==> config.mk <==
export PLATFORM = sky130hd
export DESIGN_NAME = uart_rx_os_flat
export DESIGN_NICKNAME = d
export VERILOG_FILES = /design/src/rtl/uart_rx_os_if.sv /design/src/rtl/uart_rx_os.sv /design/src/flat_wrapper.sv
export SDC_FILE = /design/constraint.sdc
export NUM_CORES = 1
export LEC_CHECK = 0
export CAP_MARGIN = 20
export CORE_MARGIN = 4
export CORE_UTILIZATION = 55
export CTS_CLUSTER_DIAMETER = 60
export DETAILED_ROUTE_END_ITERATION = 8
export PLACE_DENSITY = 0.82
export REMOVE_ABC_BUFFERS = 1
export SLEW_MARGIN = 20
export SYNTH_ARGS = -nofsm -noshare
export SYNTH_HDL_FRONTEND = slang
export SYNTH_SLANG_ARGS = --single-unit
==> constraint.sdc <==
create_clock -name clk_rx -period 3.9 [get_ports clk_rx]
set_clock_uncertainty 0.2 [all_clocks]
set_input_delay 0.78 -clock clk_rx [delete_from_list [all_inputs] [get_ports clk_rx]]
set_output_delay 0.78 -clock clk_rx [all_outputs]
set_load 0.02 [all_outputs]
==> src/rtl/uart_rx_os_if.sv <==
// FIFO write port between the oversampling UART receiver and its downstream FIFO.
// The master side drives the write strobe and data; the slave side reports full.
interface uart_rx_os_if #(
    parameter int DATA_BITS = 8
);
    logic                 wr_clk;
    logic                 wr_en;
    logic [DATA_BITS-1:0] dout;
    logic                 full;

    modport master (
        output wr_clk,
        output wr_en,
        output dout,
        input  full
    );

    modport slave (
        input  wr_clk,
        input  wr_en,
        input  dout,
        output full
    );
endinterface

==> src/rtl/uart_rx_os.sv <==
// Oversampling UART receiver with 3-sample majority vote and FIFO write port.
// Define UART_RX_PARITY_EN to compile in the parity bit, PARITY state and parity_err.
module uart_rx_os #(
    parameter int DATA_BITS  = 8,
    parameter int OVERSAMPLE = 16,
    parameter int STOP_BITS  = 1,
    parameter int PARITY_ODD = 0
) (
    input  logic         clk_rx,
    input  logic         rst,
    input  logic         rx,
    uart_rx_os_if.master wr,
    output logic         frame_err,
    output logic         parity_err,
    output logic         overrun,
    output logic         busy
);
    localparam int H  = OVERSAMPLE / 2;
    localparam int CW = $clog2(OVERSAMPLE);
    localparam int BW = $clog2(DATA_BITS);

    if (DATA_BITS < 5 || DATA_BITS > 9 ||
        OVERSAMPLE < 8 || OVERSAMPLE > 64 || (OVERSAMPLE % 2) != 0 ||
        STOP_BITS < 1 || STOP_BITS > 2 ||
        PARITY_ODD < 0 || PARITY_ODD > 1) begin : g_bad_cfg
        $error("uart_rx_os: illegal parameter set");
    end

`ifdef UART_RX_PARITY_EN
    typedef enum logic [2:0] {
        S_IDLE, S_START, S_DATA, S_PARITY, S_STOP
    } state_t;
`else
    typedef enum logic [2:0] {
        S_IDLE, S_START, S_DATA, S_STOP
    } state_t;
`endif

    state_t               state;
    logic                 s1;
    logic                 s2;
    logic                 s1_real;
    logic                 armed;
    logic                 start_q;
    logic [CW-1:0]        cnt;
    logic                 v0;
    logic                 v1;
    logic [BW-1:0]        bit_idx;
    logic                 stop_idx;
    logic                 stop_bad;
    logic [DATA_BITS-1:0] sh;
    logic [DATA_BITS-1:0] dout_q;
    logic                 wr_en_q;
    logic                 fe_q;
    logic                 ov_q;
    logic                 busy_q;
`ifdef UART_RX_PARITY_EN
    logic                 par_bad;
    logic                 pe_q;
`endif

    logic at_s0;
    logic at_s1;
    logic at_vote;
    logic at_wrap;
    logic vote;
    logic last_stop;

    assign at_s0     = cnt == CW'(H - 1);
    assign at_s1     = cnt == CW'(H);
    assign at_vote   = cnt == CW'(H + 1);
    assign at_wrap   = cnt == CW'(OVERSAMPLE - 1);
    assign vote      = (v0 & v1) | (v0 & s2) | (v1 & s2);
    assign last_stop = (STOP_BITS == 1) || stop_idx;

    // armed blocks a start until a real high sample has passed stage 1,
    // so rx held low across reset release is not taken as a start edge.
    always_ff @(posedge clk_rx) begin
        if (rst) begin
            s1      <= 1'b1;
            s2      <= 1'b1;
            s1_real <= 1'b0;
            armed   <= 1'b0;
            start_q <= 1'b0;
        end else begin
            s1      <= rx;
            s2      <= s1;
            s1_real <= 1'b1;
            armed   <= armed | (s1 & s1_real);
            start_q <= armed & s2 & ~s1;
        end
    end

    always_ff @(posedge clk_rx) begin
        if (rst) begin
            state    <= S_IDLE;
            cnt      <= '0;
            v0       <= 1'b1;
            v1       <= 1'b1;
            bit_idx  <= '0;
            stop_idx <= 1'b0;
            stop_bad <= 1'b0;
            sh       <= '0;
            dout_q   <= '0;
            wr_en_q  <= 1'b0;
            fe_q     <= 1'b0;
            ov_q     <= 1'b0;
            busy_q   <= 1'b0;
`ifdef UART_RX_PARITY_EN
            par_bad  <= 1'b0;
            pe_q     <= 1'b0;
`endif
        end else begin
            wr_en_q <= 1'b0;
            fe_q    <= 1'b0;
            ov_q    <= 1'b0;
`ifdef UART_RX_PARITY_EN
            pe_q    <= 1'b0;
`endif
            if (state == S_IDLE) begin
                cnt <= '0;
            end else begin
                cnt <= at_wrap ? '0 : cnt + CW'(1);
            end
            if (at_s0) begin
                v0 <= s2;
            end
            if (at_s1) begin
                v1 <= s2;
            end

            unique case (state)
                S_IDLE: begin
                    if (start_q) begin
                        state  <= S_START;
                        busy_q <= 1'b1;
                    end
                end
                S_START: begin
                    if (at_vote && vote) begin
                        state  <= S_IDLE;
                        busy_q <= 1'b0;
                    end else if (at_wrap) begin
                        state   <= S_DATA;
                        bit_idx <= '0;
                    end
                end
                S_DATA: begin
                    if (at_vote) begin
                        sh <= {vote, sh[DATA_BITS-1:1]};
                    end
                    if (at_wrap) begin
                        if (bit_idx == BW'(DATA_BITS - 1)) begin
`ifdef UART_RX_PARITY_EN
                            state <= S_PARITY;
`else
                            state <= S_STOP;
`endif
                            stop_idx <= 1'b0;
                            stop_bad <= 1'b0;
                        end else begin
                            bit_idx <= bit_idx + BW'(1);
                        end
                    end
                end
`ifdef UART_RX_PARITY_EN
                S_PARITY: begin
                    if (at_vote) begin
                        par_bad <= vote ^ (^sh) ^ 1'(PARITY_ODD);
                    end
                    if (at_wrap) begin
                        state <= S_STOP;
                    end
                end
`endif
                S_STOP: begin
                    if (at_vote) begin
                        if (last_stop) begin
                            state  <= S_IDLE;
                            busy_q <= 1'b0;
                            if (!vote || stop_bad) begin
                                fe_q <= 1'b1;
                            end else begin
`ifdef UART_RX_PARITY_EN
                                pe_q <= par_bad;
`endif
                                if (wr.full) begin
                                    ov_q <= 1'b1;
                                end else begin
                                    dout_q  <= sh;
                                    wr_en_q <= 1'b1;
                                end
                            end
                        end else begin
                            stop_bad <= ~vote;
                        end
                    end
                    if (at_wrap) begin
                        stop_idx <= 1'b1;
                    end
                end
                default: begin
                    state  <= S_IDLE;
                    busy_q <= 1'b0;
                end
            endcase
        end
    end

    assign wr.wr_clk = clk_rx;
    assign wr.wr_en  = wr_en_q;
    assign wr.dout   = dout_q;
    assign frame_err = fe_q;
    assign overrun   = ov_q;
    assign busy      = busy_q;
`ifdef UART_RX_PARITY_EN
    assign parity_err = pe_q;
`else
    assign parity_err = 1'b0;
`endif
endmodule
==> src/flat_wrapper.sv <==
// flat-port wrapper written by rule: the top's interface ports become plain ports
module uart_rx_os_flat 
#(
    parameter int DATA_BITS  = 8,
    parameter int OVERSAMPLE = 16,
    parameter int STOP_BITS  = 1,
    parameter int PARITY_ODD = 0
)
  (clk_rx, rst, rx, frame_err, parity_err, overrun, busy, wr_wr_clk, wr_wr_en, wr_dout, wr_full);
  uart_rx_os_if #(.DATA_BITS(DATA_BITS)) wr_i ();
  input  logic clk_rx;
  input  logic rst;
  input  logic rx;
  output logic frame_err;
  output logic parity_err;
  output logic overrun;
  output logic busy;
  output wire logic [$bits(wr_i.wr_clk)-1:0] wr_wr_clk;
  output wire logic [$bits(wr_i.wr_en)-1:0] wr_wr_en;
  output wire logic [$bits(wr_i.dout)-1:0] wr_dout;
  input wire logic [$bits(wr_i.full)-1:0] wr_full;
  assign wr_wr_clk = wr_i.wr_clk;
  assign wr_wr_en = wr_i.wr_en;
  assign wr_dout = wr_i.dout;
  assign wr_i.full = wr_full;
  uart_rx_os #(.DATA_BITS(DATA_BITS), .OVERSAMPLE(OVERSAMPLE), .STOP_BITS(STOP_BITS), .PARITY_ODD(PARITY_ODD)) u_core (.clk_rx(clk_rx), .rst(rst), .rx(rx), .wr(wr_i), .frame_err(frame_err), .parity_err(parity_err), .overrun(overrun), .busy(busy));
endmodule
==> impl_metrics.ini, run 1 <==
[timing]
finalSetupViolations = 0
tightest_slew_ns = 0.580
timing.hold.ws_ns = 0.244
report.final.hold_viol_count = 0
slew_violations = 0
relSlewSlack_pct = 61.1
tns_ns = 0
rsz0062_at_grt = no

[drt]
route.met2.wl_um = 1450
final_antenna_net_count = 0
wl_met1_um = 1140
top_layer = met4
drtPass1Iterations = 7
first_iter_violations = 49
vias = 1212
viasPerCell = 5.64
drc = 0
routed_wl_um = 2870
wl_met3_um = 208
wl_per_cell_um = 13.3

[logic_synthesis]
synth.most_common_cell = dfxtp_1
synth.top_cells.by_area = dfxtp_1, ha_1, nand2_1
syn_area_per_cell_um2 = 9.42
synthFlopType = dfxtp_1
synth_common_cells = dfxtp_1, nand2_1, a21oi_1, nor2_1, mux2i_1
synth_top_area_share_pct = 46.1
synth.distinct_cells = 40
ys_ff_latch = 36
yosys.area.top_type = dfxtp_1
ys_warn_count = 0
ys_seq_area_share_pct = 46.1
synth-edff-count = 0
syn_area_um2 = 1560
syn_inst = 166
ys_async_sr_fraction_pct = 0

[setup_path]
start_kind = clock port
critical-path-max-stage-delay_ns = 0.53
arrival_ns = 2.71
path_cells = clkbuf_4, clkbuf_4, clkdlybuf4s50_1
crit_family = buffers and inverters
crit_type = clk -> out
critPathRequiredTime_ns = 2.92
cpMostUsedCell = clkbuf_4
critPathBufInv = 3
crit_path_top_delay_cell = clkdlybuf4s50_1
end_kind = primary output
path_max_fanout = 2

[finish]
final_core_util_pct = 65.2
layout.cells.non_filler = 215
antenna_cells = 0
fillers = 226
final_nets = 197
drive_gt1_share_pct = 10.3
multi_input_area_um2 = 759
regArea_um2 = 721
syn2layout_area_growth_pct = 13.9

[worst_hold_path]
hold_class = reg -> reg

[run]
max_cap_viol_count = 0

[power_and_ir_drop]
report.power.total_uw = 712
ir_worst_vdd_mv = 0.538
leakage_uw = 0.000776
cellPowerDensity_nw_per_um2 = 400

[status]
status = complete, no violations

[global_routing]
first_global_vias = 1143
grt_usage_pct = 17.8
antenna_found_initial = 0
grt_pass1_wl_um = 4840
grt_remaining_overflow = 0
grt_max_degree = 31

[die]
core_um2 = 2730
die_h_um = 61.3
die_w_um = 61.3
dieArea_um2 = 3760
io_pins = 18
placementRows = 19
start_util_pct = 57.2

[placement]
dp.cells = 205
dp_hpwl_um = 2070
portBuffers = 16
gp_congestion = 0.715

[clock_tree]
clkSlewWorstSetupHoldPaths_ns = 0.10
ctsHoldBuffers = 0
insertion_delay_ns = 0.44
cts_setup_buffers = 0
cts_resized = 0
cts_tree = built
## power by group
part	leakage [uW]	internal (uW)	total (uW)	switching, uW
logic	0.000438	31.1	71.4	40.3
clock network	0.0000458	118	258	140
registers	0.000291	376	383	7.30
## path summary, 6_finish.rpt
path	start	endpoint	slack, ns	cells after the start
worst max-delay path	clk_rx	wr_wr_clk	0.21	3
worst min register to register	u_core.armed	u_core.start_q	0.24	2
worst max register to register	u_core.cnt[0]	u_core.wr.dout[1]	1.79	5
worst min-delay path	u_core.armed	u_core.start_q	0.24	2
## sequential cells by signal, summed over array words and instances, names as in the netlist, 2 cells and up
| register | count |
|---|---|
| u_core.sh | 8 |
| u_core.cnt | 4 |
| u_core.state | 2 |
| u_core.wr.dout | 8 |
| u_core.bit_idx | 3 |
## cell usage in the layout, fill, tap and decap left out, types with 2 or more instances in the layout
cell type,count
dfxtp_1,36
nand2_1,28
clkdlybuf4s50_1,16
nor2_1,14
a21oi_1,14
mux2i_1,10
ha_1,9
clkbuf_4,8
inv_1,7
nor3_1,3
and3_1,3
nor4_1,3
o21ai_0,3
or2_2,2
nor2b_1,2
## worst reg2reg max path: stages, from the launching register on
cell and delay, ns:
dfxtp_1 0.41, ha_1 0.24, and3b_2 0.26, nand4b_1 0.49, mux2i_1 0.33, nor2_1 0.07
## cell type report
type | count | area share (%)
clock buffers | 10 | 4.14
repair buffers | 16 | 8.85
flip-flops and latches | 36 | 40.4
well taps | 31 | 2.18
clock inverters | 1 | 0.281
inverters | 7 | 1.47
multi-input cells | 114 | 42.6
## through the flow
stage	setup WS, ns	instance area (um2)
after floorplan	0.970	1510
after global placement	0.462	1710
after detailed placement	0.462	1710
after CTS	0.198	1780
after global routing	0.190	1780
final	0.208	1780
## logic make-up after synthesis
kind of cell    Yosys count  synth area share (%)
fa+ha+maj                10                  7.92
mux                      10                  6.40
flops                    36                  46.1
simple gates             65                  20.8
xor+xnor                  2                  1.12
other cells               1                 0.240
compound gates           26                  12.1
buf+inv                  16                  5.36
## metal layers
layer	track usage [%]	up-vias
met5	0	-
met4	8.98	0
met3	7.76	10
met2	29.8	40
met1	19.0	562
li1	-	600
No activity file was read; power rests on OpenSTA's default activity.
==> inputs of run 2 (changes only) <==
Settings changed: GPL_TIMING_DRIVEN set to 1.
==> results of run 2 <==
Same layout as run 1: the final DEF is identical, and so are final timing and power.
